## config.mk

```make
export PLATFORM = sky130hd
export DESIGN_NAME = cpu_control_sequencer
export DESIGN_NICKNAME = d
export VERILOG_FILES = /design/src/rtl/cpu_pkg.sv /design/src/rtl/instr_decoder.sv /design/src/rtl/cpu_control_sequencer.sv
export SDC_FILE = /design/constraint.sdc
export NUM_CORES = 1
export LEC_CHECK = 0
export BUFFER_PORTS_ARGS = -buffer_cell sky130_fd_sc_hd__buf_4
export CORE_MARGIN = 2
export CORE_UTILIZATION = 52
export CTS_BUF_LIST = sky130_fd_sc_hd__clkbuf_2
export DETAILED_ROUTE_END_ITERATION = 16
export PLACE_DENSITY_LB_ADDON = 0.1
export SLEW_MARGIN = 15
export SYNTH_ARGS = -nofsm -noshare
export SYNTH_HDL_FRONTEND = slang
export SYNTH_SLANG_ARGS = --single-unit
```

## constraint.sdc

```tcl
create_clock -name clk -period 2.04 [get_ports clk]
set_input_delay 0.408 -clock clk [delete_from_list [all_inputs] [get_ports clk]]
set_output_delay 0.408 -clock clk [all_outputs]
set_load 0.05 [all_outputs]
```

## src/rtl/cpu_pkg.sv

```systemverilog
// Shared definitions for the 8-bit CPU control sequencer.
// Covers opcodes, the sequencer state encoding and instruction field positions.
package cpu_pkg;

  localparam logic [2:0] OP_RTYPE = 3'b000;
  localparam logic [2:0] OP_ADDI  = 3'b100;
  localparam logic [2:0] OP_LW    = 3'b010;
  localparam logic [2:0] OP_SW    = 3'b011;
  localparam logic [2:0] OP_HALT  = 3'b111;

  typedef enum logic [2:0] {
    FETCH     = 3'd0,
    DECODE    = 3'd1,
    EXECUTE   = 3'd2,
    MEMORY    = 3'd3,
    WRITEBACK = 3'd4,
    HALT      = 3'd5
  } state_t;

  localparam int OP_MSB    = 15;
  localparam int OP_LSB    = 13;
  localparam int RD_MSB    = 12;
  localparam int RD_LSB    = 10;
  localparam int RS_MSB    = 9;
  localparam int RS_LSB    = 7;
  localparam int RT_MSB    = 6;
  localparam int RT_LSB    = 4;
  localparam int IMM_MSB   = 6;
  localparam int IMM_W     = 7;
  localparam int FUNCT_BIT = 0;

  typedef struct packed {
    logic [2:0] opcode;
    logic       alu_control;
    logic       alu_src;
    logic [2:0] rs;
    logic [2:0] rt;
    logic [2:0] rd;
    logic       is_lw;
    logic       is_sw;
    logic       is_halt;
    logic       illegal;
  } decode_t;

endpackage

```

## src/rtl/instr_decoder.sv

```systemverilog
// Combinational decode of the latched instruction word into ALU controls,
// register addresses, the sign-extended immediate and an illegal-opcode flag.
module instr_decoder
  import cpu_pkg::*;
#(
  parameter int INSTR_W = 16,
  parameter int DATA_W  = 8
) (
  input  logic [INSTR_W-1:0] instr,
  output decode_t            dec,
  output logic [DATA_W-1:0]  ext_imm
);

  always_comb begin
    dec        = '0;
    dec.opcode = instr[OP_MSB:OP_LSB];
    dec.rd     = instr[RD_MSB:RD_LSB];
    dec.rs     = instr[RS_MSB:RS_LSB];
    dec.rt     = instr[RT_MSB:RT_LSB];
    case (instr[OP_MSB:OP_LSB])
      OP_RTYPE: begin
        dec.alu_src     = 1'b0;
        dec.alu_control = instr[FUNCT_BIT];
      end
      OP_ADDI: begin
        dec.alu_src = 1'b1;
      end
      OP_LW: begin
        dec.alu_src = 1'b1;
        dec.is_lw   = 1'b1;
      end
      OP_SW: begin
        dec.alu_src = 1'b1;
        dec.is_sw   = 1'b1;
      end
      OP_HALT: begin
        dec.is_halt = 1'b1;
      end
      default: begin
        dec.illegal = 1'b1;
      end
    endcase
  end

  assign ext_imm = {{(DATA_W-IMM_W){instr[IMM_MSB]}}, instr[IMM_MSB:0]};

endmodule

```

## src/rtl/cpu_control_sequencer.sv

```systemverilog
// Multi-cycle control unit: fetch handshake, decode, stage sequencing and PC ownership.
//
//   state     | meaning
//   FETCH     | request instruction, wait for imem_valid, latch word, pc+1
//   DECODE    | decode latched word, register ALU controls, flag illegal
//   EXECUTE   | single-cycle ALU strobe
//   MEMORY    | hold mem_read/mem_write until mem_ready
//   WRITEBACK | register-file write, mem_to_reg for loads
//   HALT      | terminal, left only by reset
module cpu_control_sequencer
  import cpu_pkg::*;
#(
  parameter int              INSTR_W  = 16,
  parameter int              DATA_W   = 8,
  parameter int              PC_W     = 8,
  parameter logic [PC_W-1:0] RESET_PC = '0
) (
  input  logic               clk,
  input  logic               reset,
  input  logic [INSTR_W-1:0] imem_data,
  input  logic               imem_valid,
  input  logic               mem_ready,
  output logic [PC_W-1:0]    pc,
  output logic               imem_req,
  output logic [2:0]         opcode,
  output logic               ALUcontrol,
  output logic               ALUsrc,
  output logic [DATA_W-1:0]  extended_immediate,
  output logic [2:0]         rs_addr,
  output logic [2:0]         rt_addr,
  output logic [2:0]         rd_addr,
  output logic               if_stage,
  output logic               id_stage,
  output logic               ex_stage,
  output logic               mem_stage,
  output logic               wb_stage,
  output logic               mem_read,
  output logic               mem_write,
  output logic               reg_write,
  output logic               mem_to_reg,
  output logic               halted,
  output logic               illegal_op
);

  state_t              state;
  state_t              state_next;
  logic [INSTR_W-1:0]  ir;
  decode_t             dec;
  logic [DATA_W-1:0]   dec_imm;

  logic [2:0]          opcode_r;
  logic                alu_control_r;
  logic                alu_src_r;
  logic [DATA_W-1:0]   ext_imm_r;
  logic [2:0]          rs_r;
  logic [2:0]          rt_r;
  logic [2:0]          rd_r;
  logic                lw_r;
  logic                sw_r;

  instr_decoder #(
    .INSTR_W (INSTR_W),
    .DATA_W  (DATA_W)
  ) u_instr_decoder (
    .instr   (ir),
    .dec     (dec),
    .ext_imm (dec_imm)
  );

  always_ff @(posedge clk) begin
    if (reset) begin
      state <= FETCH;
    end else begin
      state <= state_next;
    end
  end

  always_comb begin
    state_next = state;
    case (state)
      FETCH: begin
        if (imem_valid) state_next = DECODE;
      end
      DECODE: begin
        if (dec.is_halt)      state_next = HALT;
        else if (dec.illegal) state_next = FETCH;
        else                  state_next = EXECUTE;
      end
      EXECUTE: begin
        state_next = (lw_r || sw_r) ? MEMORY : WRITEBACK;
      end
      MEMORY: begin
        if (mem_ready) state_next = lw_r ? WRITEBACK : FETCH;
      end
      WRITEBACK: begin
        state_next = FETCH;
      end
      HALT: begin
        state_next = HALT;
      end
      default: begin
        state_next = FETCH;
      end
    endcase
  end

  always_comb begin
    imem_req   = 1'b0;
    if_stage   = 1'b0;
    id_stage   = 1'b0;
    ex_stage   = 1'b0;
    mem_stage  = 1'b0;
    wb_stage   = 1'b0;
    mem_read   = 1'b0;
    mem_write  = 1'b0;
    reg_write  = 1'b0;
    mem_to_reg = 1'b0;
    halted     = 1'b0;
    illegal_op = 1'b0;
    case (state)
      FETCH: begin
        imem_req = 1'b1;
        if_stage = 1'b1;
      end
      DECODE: begin
        id_stage   = 1'b1;
        illegal_op = dec.illegal;
      end
      EXECUTE: begin
        ex_stage = 1'b1;
      end
      MEMORY: begin
        mem_stage = 1'b1;
        mem_read  = lw_r;
        mem_write = sw_r;
      end
      WRITEBACK: begin
        wb_stage   = 1'b1;
        reg_write  = 1'b1;
        mem_to_reg = lw_r;
      end
      HALT: begin
        halted = 1'b1;
      end
      default: begin
        if_stage = 1'b0;
      end
    endcase
  end

  // A fetched word landing in the same cycle as reset is dropped with the rest of the state.
  always_ff @(posedge clk) begin
    if (reset) begin
      pc            <= RESET_PC;
      ir            <= '0;
      opcode_r      <= '0;
      alu_control_r <= 1'b0;
      alu_src_r     <= 1'b0;
      ext_imm_r     <= '0;
      rs_r          <= '0;
      rt_r          <= '0;
      rd_r          <= '0;
      lw_r          <= 1'b0;
      sw_r          <= 1'b0;
    end else begin
      if (state == FETCH && imem_valid) begin
        ir <= imem_data;
        pc <= pc + PC_W'(1);
      end
      if (state == DECODE) begin
        opcode_r      <= dec.opcode;
        alu_control_r <= dec.alu_control;
        alu_src_r     <= dec.alu_src;
        ext_imm_r     <= dec_imm;
        rs_r          <= dec.rs;
        rt_r          <= dec.rt;
        rd_r          <= dec.rd;
        lw_r          <= dec.is_lw;
        sw_r          <= dec.is_sw;
      end
    end
  end

  assign opcode             = opcode_r;
  assign ALUcontrol         = alu_control_r;
  assign ALUsrc             = alu_src_r;
  assign extended_immediate = ext_imm_r;
  assign rs_addr            = rs_r;
  assign rt_addr            = rt_r;
  assign rd_addr            = rd_r;

endmodule

```

**After elaboration in Yosys (flattened, before gate mapping)**

Index checks and enable logic that the tools add are counted.

- Register bits: 50
- Input bits: 20
- Output and inout port bits: 42

- $add $sub $neg: 1
- Eq/ne operators: 11
- Muxes and demuxes: 23
- Reduce and logical (&&, ||, !) cells: 7

Operators with widths:

| kind | count |
|---|---|
| $mux 1 | 16 |
| $mux 3 | 5 |
| $pmux 3 s5 | 1 |
| $eq 3x2->1 const B | 4 |
| $eq 3x3->1 const B | 4 |
| $add 8x1->8 const B | 1 |
| $logic_not 3->1 | 2 |
| $reduce_or 5->1 | 1 |
| $ne 2x2->1 const B | 2 |
| $eq 3x1->1 const B | 1 |
| $reduce_or 3->1 | 1 |
| $mux 2 | 1 |
| $reduce_and 2->1 | 1 |
| $logic_and 1x1->1 | 1 |
| $logic_or 1x1->1 | 1 |

**Longest topological paths before layout**

Gate-level depths: netlist of run 1.

- Word-level depth: 5
- Gate-level depth with buffers: 6

**By module**

From an unflattened synthesis of run 1, not the netlist that was laid out.

- Cell total of the unflattened synthesis: 289
- Area total of the unflattened synthesis: 2262.2 um2

By module, submodules not included:

| module | times used | cells an instance | area an instance (um2) | seq. area each (um2) |
|---|---|---|---|---|
| cpu_control_sequencer | 1 | 260 | 2040.7 | 1021.0 |
| instr_decoder | 1 | 29 | 221.5 | 0.0 |

**Worst setup path before layout of run 1**

OpenSTA, ideal clock, no wires.

- Path kind: reg-to-output
- Start point: register state[2]
- End point: output mem_to_reg
- Arrival: 2392 ps
- Data required time: 1632 ps
- Setup slack: -760 ps
- Stages on the path, launching flop included: 4
- Cells stage by stage: dfxtp_1 clkbuf_1 nor3b_1 and2_1

- Word-level cells in the longest chain between the ends: 2

Ends and longest elaborated chain:

| item | RTL line | text |
|---|---|---|
| from (decl) | cpu_control_sequencer.sv:45 | `state_t state;` |
| from (signal assigned) | cpu_control_sequencer.sv:74 | `state <= state_next;` |
| $eq 3x3->1 | cpu_control_sequencer.sv:120 | `case (state)` |
| $mux 1 | cpu_control_sequencer.sv:120 |  |
| to (decl) | cpu_control_sequencer.sv:40 | `output logic mem_to_reg,` |

No other way between the ends.

**Worst setup path in the final report of run 1**

- Start point: register state[1]
- End point: output illegal_op

- Word-level cells in the longest chain between the ends: 2

Ends and longest elaborated chain:

| item | RTL line | text |
|---|---|---|
| $eq 3x1->1 | cpu_control_sequencer.sv:120 |  |
| $mux 1 | cpu_control_sequencer.sv:120 |  |
| to (decl) | cpu_control_sequencer.sv:42 | `output logic illegal_op` |

No other way between the ends.

==> results of run 1 <==
## logic make-up after synthesis
| family | after synthesis | share of synthesized area [%] |
|---|---|---|
| xor+xnor | 1 | 0.448 |
| mux | 2 | 1.09 |
| fa+ha+maj | 1 | 0.639 |
| compound gates | 57 | 16.4 |
| buf+inv | 28 | 6.65 |
| flops | 47 | 48.1 |
| simple gates | 114 | 26.7 |
## critical path: cells and delay by family, from the launching register on
kind / cells / cell delay (ns)
buf+inv: 1 / 0.16
flops: 1 / 0.41
simple gates: 2 / 0.56
## placed cells by master (no fill, tap or decap), drive strengths merged, types with 2 or more instances in the layout
cell,n
or4,4
clkbuf,5
buf,73
inv,3
nand3,4
and3,2
nand2,75
a21oi,44
nand4,2
nor2,8
nor3,2
dfxtp,47
nor2b,4
o31ai,4
or3b,2
and2,4
nand4b,2
## worst paths after layout
kind                                       startpoint                 endpoint  slack [ns]  cells past startpoint
worst min-delay path                     imem_data[5]       ir[5]$_SDFFE_PP0P_        0.20                      3
worst max-delay path            state[1]$_SDFFE_PP0P_               illegal_op        0.09                      3
worst min register to register     ir[7]$_SDFFE_PP0P_  rs_addr[0]$_SDFFE_PP0P_        0.46                      2
worst max register to register  state[1]$_SDFFE_PP0P_       pc[5]$_SDFFE_PP0P_        0.21                      3
## per-stage QoR
stage	utilization (%)	instances	instance area, um2	power [uW]
6_report	70.6	353	2560	2330
5_1_grt	70.6	353	2560	2480
4_1_cts	69.9	353	2540	2350
3_5_place_dp	67.7	344	2460	1830
3_3_place_gp	67.7	344	2460	1820
2_1_floorplan	-	250	1970	1600
## power by group through the flow
stage	Clock [uW]	Sequential [uW]	Combinational, uW
finish	507	1060	764
global route	564	1080	836
CTS	524	1060	761
detailed placement	0	1080	747
global placement	0	1080	739
floorplan	0	1160	446
## final cells by class
cell class | instances | share of cell area [%]
inverters | 2 | 0.293
multi-input cells | 175 | 35.9
well taps | 48 | 2.34
flip-flops and latches | 47 | 37.1
repair buffers | 73 | 21.8
clock buffers | 5 | 0.976
clock inverters | 3 | 1.66
## flip-flops by register name, summed over array words and instances (netlist names)
signal and cells:
ir 16, pc 8, extended_immediate 7, opcode 3, rd_addr 3, rs_addr 3
state 3, ALUcontrol 1, ALUsrc 1, lw_r 1, sw_r 1
## metal layers
metal	vias to the layer above	part of all wire (%)	global-route usage, %
met5	-	0	0
met4	0	1.2	10.7
met2	45	50	38.5
li1	943	-	-
met1	819	45	26.5
met3	6	4.5	4.28
## repair_timing
| action | 4_1_cts | 5_1_grt |
|---|---|---|
| pin swaps | 0 | 0 |
| setup endpoints to repair | 7 | 8 |
| gates resized for setup | 4 | 8 |
| setup buffers | 1 | 0 |
==> results_dict.tcl, run 1 <==
set metrics [dict create \
    status "finished, final reports clean" \
    ys_warn_count 0 \
    slew-limit-headroom_pct 71.0 \
    synth_area_leaders "dfxtp_1, nand2_1, a21oi_1" \
    syn_area_per_cell_um2 7.83 \
    crit_fanout 7 \
    worstPathArrival_ns 1.54 \
    first_global_vias 1687 \
    synth_area_mm2 0.00196 \
    gr-total-overflow 0 \
    synth_enable_flop_cells 0 \
    dieArea_mm2 0.00427 \
    die_h_um 65.3 \
    synth_top_cell_area_share_pct 48.1 \
    ios 62 \
    grt_max_degree 27 \
    post-place-ws_ns 0.170 \
    cts_tree "yes" \
    yosys.area.top_type "dfxtp_1" \
    wl_per_cell_um 12.0 \
    p_leak_uw 0.00105 \
    cts_root_buffer "clkbuf_2" \
    final_hold_viol_count 0 \
    startpoint_type "flip-flop" \
    synth_seq_area_share_pct 48.1 \
    synthFlopType "dfxtp_1" \
    synth_cell_type_count 36 \
    fp.dieW_um 65.3 \
    sw_frac_of_total_pct 36.7 \
    setup_viol 0 \
    whs_ns 0.197 \
    syn2layout_area_growth_pct 31.1 \
    grt_pass1_wl_um 7310 \
    cts_hold_buffers 0 \
    synth_most_common_cell "nand2_1" \
    diodes 0 \
    ys_seq_elements 47 \
    p_seq_share_pct 45.6 \
    tightest_slew_ns 0.435 \
    hold_path_class "input pin to flip-flop" \
    fin_crit_ns 1.95 \
    drt_iter0_drc 107 \
    finalCritPeriodShare_pct 95.6 \
    timing.final.ws_setup_ns 0.0898 \
    multi_input_area_um2 920 \
    internal-power_uw 1480 \
    clock_latency_ns 0.42 \
    fin_skew_ns 0.00846 \
    endpoint_kind "output port" \
    port_buffers 61 \
    cts_sinks 47 \
    clockPowerShare_pct 21.7 \
    cts_max_level 2 \
    required_ns 1.63 \
    clk_pin_slew_ns 0.23 \
    comb_power_share_pct 32.7 \
    drc 0 \
    crit_type "flip-flop to output port" \
    crit_chain "or3b_4, nor2_4, buf_6" \
    hpwl_um 2980 \
    syn-num-nets 271 \
    clock_path_buffers 2 \
    track_usage_pct 22.3 \
    ir_drop_mv 0.840 \
    core_region_area_mm2 0.00363 \
    postSynthCellCount 250 \
    gp_congestion 0.745 \
    fin_nets 325 \
    drt_first_pass_iters 4 \
    switching_power_uw 857 \
    register_area_um2 951 \
    antenna_found_initial 0 \
    numCtsBuffers 5 \
    vias_per_cell 5.14 \
    rows 22 \
    pwr_density_cell_mw_per_mm2 910 \
    synthTopCellsByCount "nand2_1, dfxtp_1, a21oi_1" \
    layout-drive-gt1-share_pct 30.8 \
    drv_cap 0 \
    finalWirelength_um 4220 \
    start_util_pct 53.9 \
    clock.fmax_mhz 513 \
    vias 1813 \
    critical-path-slowest-cell "or3b_4" \
    synth-async-reset-ratio_pct 0 \
    rsz0062_at_grt "yes" \
    setup_tns_ns 0 \
    slowest_delay_ns 0.44 \
    slew_violations 0 \
    n_fill_cell 341 \
    drtAntennaViolNets 0 \
]
No activity file was read; power rests on OpenSTA's default activity.
==> run 2, diff against run 1 <==
Settings changed: BUFFER_PORTS_ARGS -buffer_cell sky130_fd_sc_hd__buf_4 to -buffer_cell sky130_fd_sc_hd__buf_2.
==> run 2 against run 1 <==
Effect of this change: clock skew is 0.031 ns higher; first-iteration DRC count is 41% lower; clock power is 24% higher; worst setup slack better by 0.024 ns; total power is 3.7% higher; final area is 3.8% lower; critical endpoint is now id_stage; largest power group unchanged; highest routed layer unchanged.
==> results_dict.tcl, run 2 (same netlist as run 1, synthesis figures left out) <==
set metrics [dict create \
    rows 22 \
    crit_chain "or3b_4, inv_1, buf_4" \
    path_buf_inv 2 \
    drc 0 \
    post-place-ws_ns 0.170 \
    critPathLaunch "state[1]$_SDFFE_PP0P_" \
    syn2layout_area_growth_pct 26.1 \
    critical-path-slowest-cell "or3b_4" \
    drtAntennaViolNets 0 \
    crit_type "flip-flop to output port" \
    endpoint_kind "output port" \
    fin_skew_ns 0.0396 \
    fin_nets 326 \
    tightest_slew_ns 0.447 \
    final_common_cell "nand2_1" \
    setup_viol 0 \
    gp_congestion 0.788 \
    startpoint_type "flip-flop" \
    cts_sinks 47 \
    slew-limit-headroom_pct 70.2 \
    die_h_um 65.3 \
    cts_max_level 2 \
    pwr_density_cell_mw_per_mm2 981 \
    cts_tree "yes" \
    p_leak_uw 0.00105 \
    ios 62 \
    n_fill_cell 347 \
    wl_per_cell_um 12.0 \
    hold_path_class "input pin to flip-flop" \
    dieArea_mm2 0.00427 \
    vias 1791 \
    largest_reg_flops 16 \
    start_util_pct 53.9 \
    fin_crit_ns 1.93 \
    whs_ns 0.170 \
    status "finished, final reports clean" \
    first_global_vias 1584 \
    layout_common_cells "nand2_1, buf_2, a21oi_1" \
    hpwl_um 2930 \
    vias_per_cell 5.06 \
    track_usage_pct 21.4 \
    cts_root_buffer "clkbuf_2" \
    port_buffers 61 \
    layout-drive-gt1-share_pct 32.0 \
    slowest_delay_ns 0.43 \
    grt_max_degree 26 \
    final_hold_viol_count 0 \
    drt_first_pass_iters 4 \
    finalWirelength_um 4240 \
    numCtsBuffers 5 \
    fp.dieW_um 65.3 \
    grt_pass1_wl_um 6980 \
    worstHoldStart "imem_data[15]" \
    ir_drop_mv 0.679 \
    worstPathArrival_ns 1.52 \
    gr-total-overflow 0 \
    crit_fanout 5 \
    clock_latency_ns 0.43 \
    regMostFlops "ir" \
    r2r-start "state[1]$_SDFFE_PP0P_" \
    drv_cap 0 \
    antenna_found_initial 0 \
    clk_pin_slew_ns 0.26 \
    required_ns 1.63 \
    setup_tns_ns 0 \
    drt_iter0_drc 63 \
    cp_top_family "simple AND/OR/NAND/NOR gates" \
    timing.final.ws_setup_ns 0.114 \
    fin_util_pct 67.9 \
    cts_hold_buffers 0 \
    clock_path_buffers 2 \
    diodes 0 \
    finalCritPeriodShare_pct 94.4 \
    slew_violations 0 \
    clock.fmax_mhz 519 \
    core_region_area_mm2 0.00363 \
]
-- run 2: metrics by stage --
| step | power, uW | cell area [um2] | cells |
|---|---|---|---|
| floorplan | 1600 | 1970 | 250 |
| global placement | 1780 | 2310 | 345 |
| detailed placement | 1780 | 2310 | 345 |
| CTS | 2420 | 2430 | 353 |
| global route | 2560 | 2470 | 354 |
| finish | 2420 | 2470 | 354 |
-- run 2: final timing paths --
path,end,slack (ns),depth (start not counted)
max,id_stage,0.11,3
min,ir[15]$_SDFFE_PP0P_,0.17,3
max reg2reg,pc[5]$_SDFFE_PP0P_,0.20,3
min reg2reg,extended_immediate[4]$_SDFFE_PP0P_,0.45,2
-- run 2: final cells by class --
type                            count  area [um2]  share of cell area, %
Clock buffer                        5        25.0                   1.01
Clock inverter                      3        67.6                   2.74
Inverter                            2        7.51                  0.304
Multi-Input combinational cell    175         928                   37.6
Sequential cell                    47         952                   38.6
Tap cell                           48        60.1                   2.43
Timing Repair Buffer               74         427                   17.3
-- run 2: power by group --
group	switching, uW	total, uW	leakage (uW)	internal (uW)
Clock	302	631	0.0000492	329
Sequential	60.9	1060	0.000385	999
Combinational	495	730	0.000613	235
-- run 2: per-layer routing --
metal  track usage (%)  vias to the layer above  routed length [um]  share of wire, %
met5                 0                        -                   0                 0
met3              5.99                        2                 167               3.9
li1                  -                      943                   -                 -
met1              25.7                      808                1970                46
met2              37.1                       38                2080                49
met4              6.51                        0                  19              0.45
-- run 2: timing repair --
action	CTS	global route
setup buffers	0	1
resized for setup	11	11
setup endpoints to repair	7	8
-- run 2: worst min-delay path: stages --
cell and delay [ns]:
buf_2 0.10, nand2_1 0.05, a21oi_1 0.05
==> run 3, diff against run 2 <==
Settings changed: CORE_ASPECT_RATIO set to 1.4, PLACE_DENSITY set to 0.92, PLACE_DENSITY_LB_ADDON 0.1 to not set.
==> run 3 against run 2 <==
Effect of this change: sequential power barely moved; largest cell class unchanged; register-to-register slack gained 0.07 ns; combinational power shrank 1%; critical endpoint is now illegal_op; global-route usage fell by 1.4 points; sequential share of layout area increased by 0.75 points; hold slack gained 0.039 ns; utilization shrank 1.8 points; maximum frequency is 1.8% lower; flip-flop and latch count is the same; wire length grew 2.4%; highest routed layer unchanged; total power shrank 6.6%.
==> results_dict.tcl, run 3 (same netlist as run 1, synthesis figures left out) <==
set metrics [dict create \
    clock_path_buffers 2 \
    drtAntennaViolNets 0 \
    startpoint_type "flip-flop" \
    numCtsBuffers 5 \
    crit_fanout 8 \
    dpl.cell_count 337 \
    required_ns 1.63 \
    slew_violations 0 \
    timing.final.ws_setup_ns 0.0798 \
    antenna_found_initial 0 \
    post_cts_buffers 0 \
    comb_power_share_pct 32.0 \
    fin_skew_ns 0.0104 \
    gp_congestion 0.774 \
    register_area_um2 947 \
    hold_path_class "input pin to flip-flop" \
    pwr_density_cell_mw_per_mm2 939 \
    n_fill_cell 343 \
    worstHoldStart "imem_data[7]" \
    status "finished, final reports clean" \
    drt_first_pass_iters 4 \
    drt_iter0_drc 50 \
    post-place-ws_ns 0.234 \
    slew-limit-headroom_pct 75.4 \
    setup_viol 0 \
    gr-total-overflow 0 \
    fin_util_pct 66.1 \
    setup_tns_ns 0 \
    switching_power_uw 832 \
    vias_per_cell 5.35 \
    fin_nets 323 \
    cts_hold_buffers 0 \
    p_leak_uw 0.00102 \
    clockPowerShare_pct 21.2 \
    endpoint_kind "output port" \
    wl_per_cell_um 12.6 \
    cts_tree "yes" \
    cts_root_buffer "clkbuf_2" \
    diodes 0 \
    ios 62 \
    core_region_area_mm2 0.00364 \
    largest_reg_flops 16 \
    internal-power_uw 1430 \
    fin_crit_ns 1.96 \
    cts_max_level 2 \
    p_seq_share_pct 46.8 \
    cts_sinks 47 \
    vias 1841 \
    ir_drop_mv 0.682 \
    drv_cap 0 \
    first_global_vias 1521 \
    finalWirelength_um 4340 \
    dieArea_mm2 0.00428 \
    fin_cells 344 \
    sw_frac_of_total_pct 36.8 \
    grt_max_degree 29 \
    finalCritPeriodShare_pct 96.1 \
    fp.dieW_um 55.8 \
    multi_input_area_um2 925 \
    tightest_slew_ns 0.369 \
    worstPathArrival_ns 1.55 \
    grt_pass1_wl_um 6940 \
    syn2layout_area_growth_pct 23.0 \
    clock.fmax_mhz 510 \
    r2r-start "state[1]$_SDFFE_PP0P_" \
    drc 0 \
    clock_latency_ns 0.40 \
    crit_type "flip-flop to output port" \
    final_common_cell "nand2_1" \
    port_buffers 61 \
    hpwl_um 3040 \
    clk_pin_slew_ns 0.21 \
    rows 26 \
    start_util_pct 53.7 \
    layout_common_cells "nand2_1, buf_2, dfxtp_1, a21oi_1, buf_4" \
    rsz0062_at_grt "yes" \
    critPathLaunch "state[1]$_SDFFE_PP0P_" \
    layout-drive-gt1-share_pct 31.1 \
    final_hold_viol_count 0 \
    track_usage_pct 19.9 \
    regMostFlops "ir" \
    die_h_um 76.6 \
]
-- run 3: worst max-delay path, cell delays in order, from the launching register on --
cell,delay (ns)
dfxtp_4,0.41
or3b_4,0.47
nor2_4,0.13
buf_6,0.15
-- run 3: power groups by stage --
stage	Combinational, uW	Clock (uW)	Sequential [uW]
6_report	723	479	1060
5_1_grt	781	527	1070
4_1_cts	711	493	1060
3_5_place_dp	698	0	1080
3_3_place_gp	686	0	1070
2_1_floorplan	446	0	1160
-- run 3: repair_timing --
| item | 4_1_cts | 5_1_grt |
|---|---|---|
| setup endpoints to repair | 6 | 8 |
| gates cloned | 0 | 0 |
| resized for setup | 9 | 13 |
-- run 3: path summary, 6_finish.rpt --
path | to | slack (ns) | cells after the start
worst max register to register | pc[7]$_SDFFE_PP0P_ | 0.27 | 3
worst min register to register | rs_addr[2]$_SDFFE_PP0P_ | 0.46 | 2
worst min-delay path | ir[7]$_SDFFE_PP0P_ | 0.21 | 3
worst max-delay path | illegal_op | 0.08 | 3
-- run 3: stage by stage --
stage                     hold WS [ns]  cell area, um2  total power, uW
final                            0.208            2410             2260
after global routing             0.180            2410             2380
after CTS                        0.188            2370             2260
after detailed placement         0.443            2290             1770
after global placement           0.438            2290             1760
after floorplan                  0.432            1970             1600
-- run 3: layout make-up --
type                            instances  share of cell area [%]
Multi-Input combinational cell        175                    38.4
Timing Repair Buffer                   71                    17.3
Tap cell                               42                    2.18
Sequential cell                        47                    39.3
Inverter                                2                   0.312
Clock buffer                            6                    1.25
Clock inverter                          1                    1.25
-- run 3: per-layer routing --
layer / share of wire, % / GRT usage [%] / up-vias / routed length (um)
li1: - / - / 938 / -
met1: 41 / 24.5 / 841 / 1780
met2: 52 / 34.9 / 54 / 2270
met3: 5.0 / 3.06 / 8 / 219
met4: 1.7 / 7.14 / 0 / 72
met5: 0 / 0 / - / 0
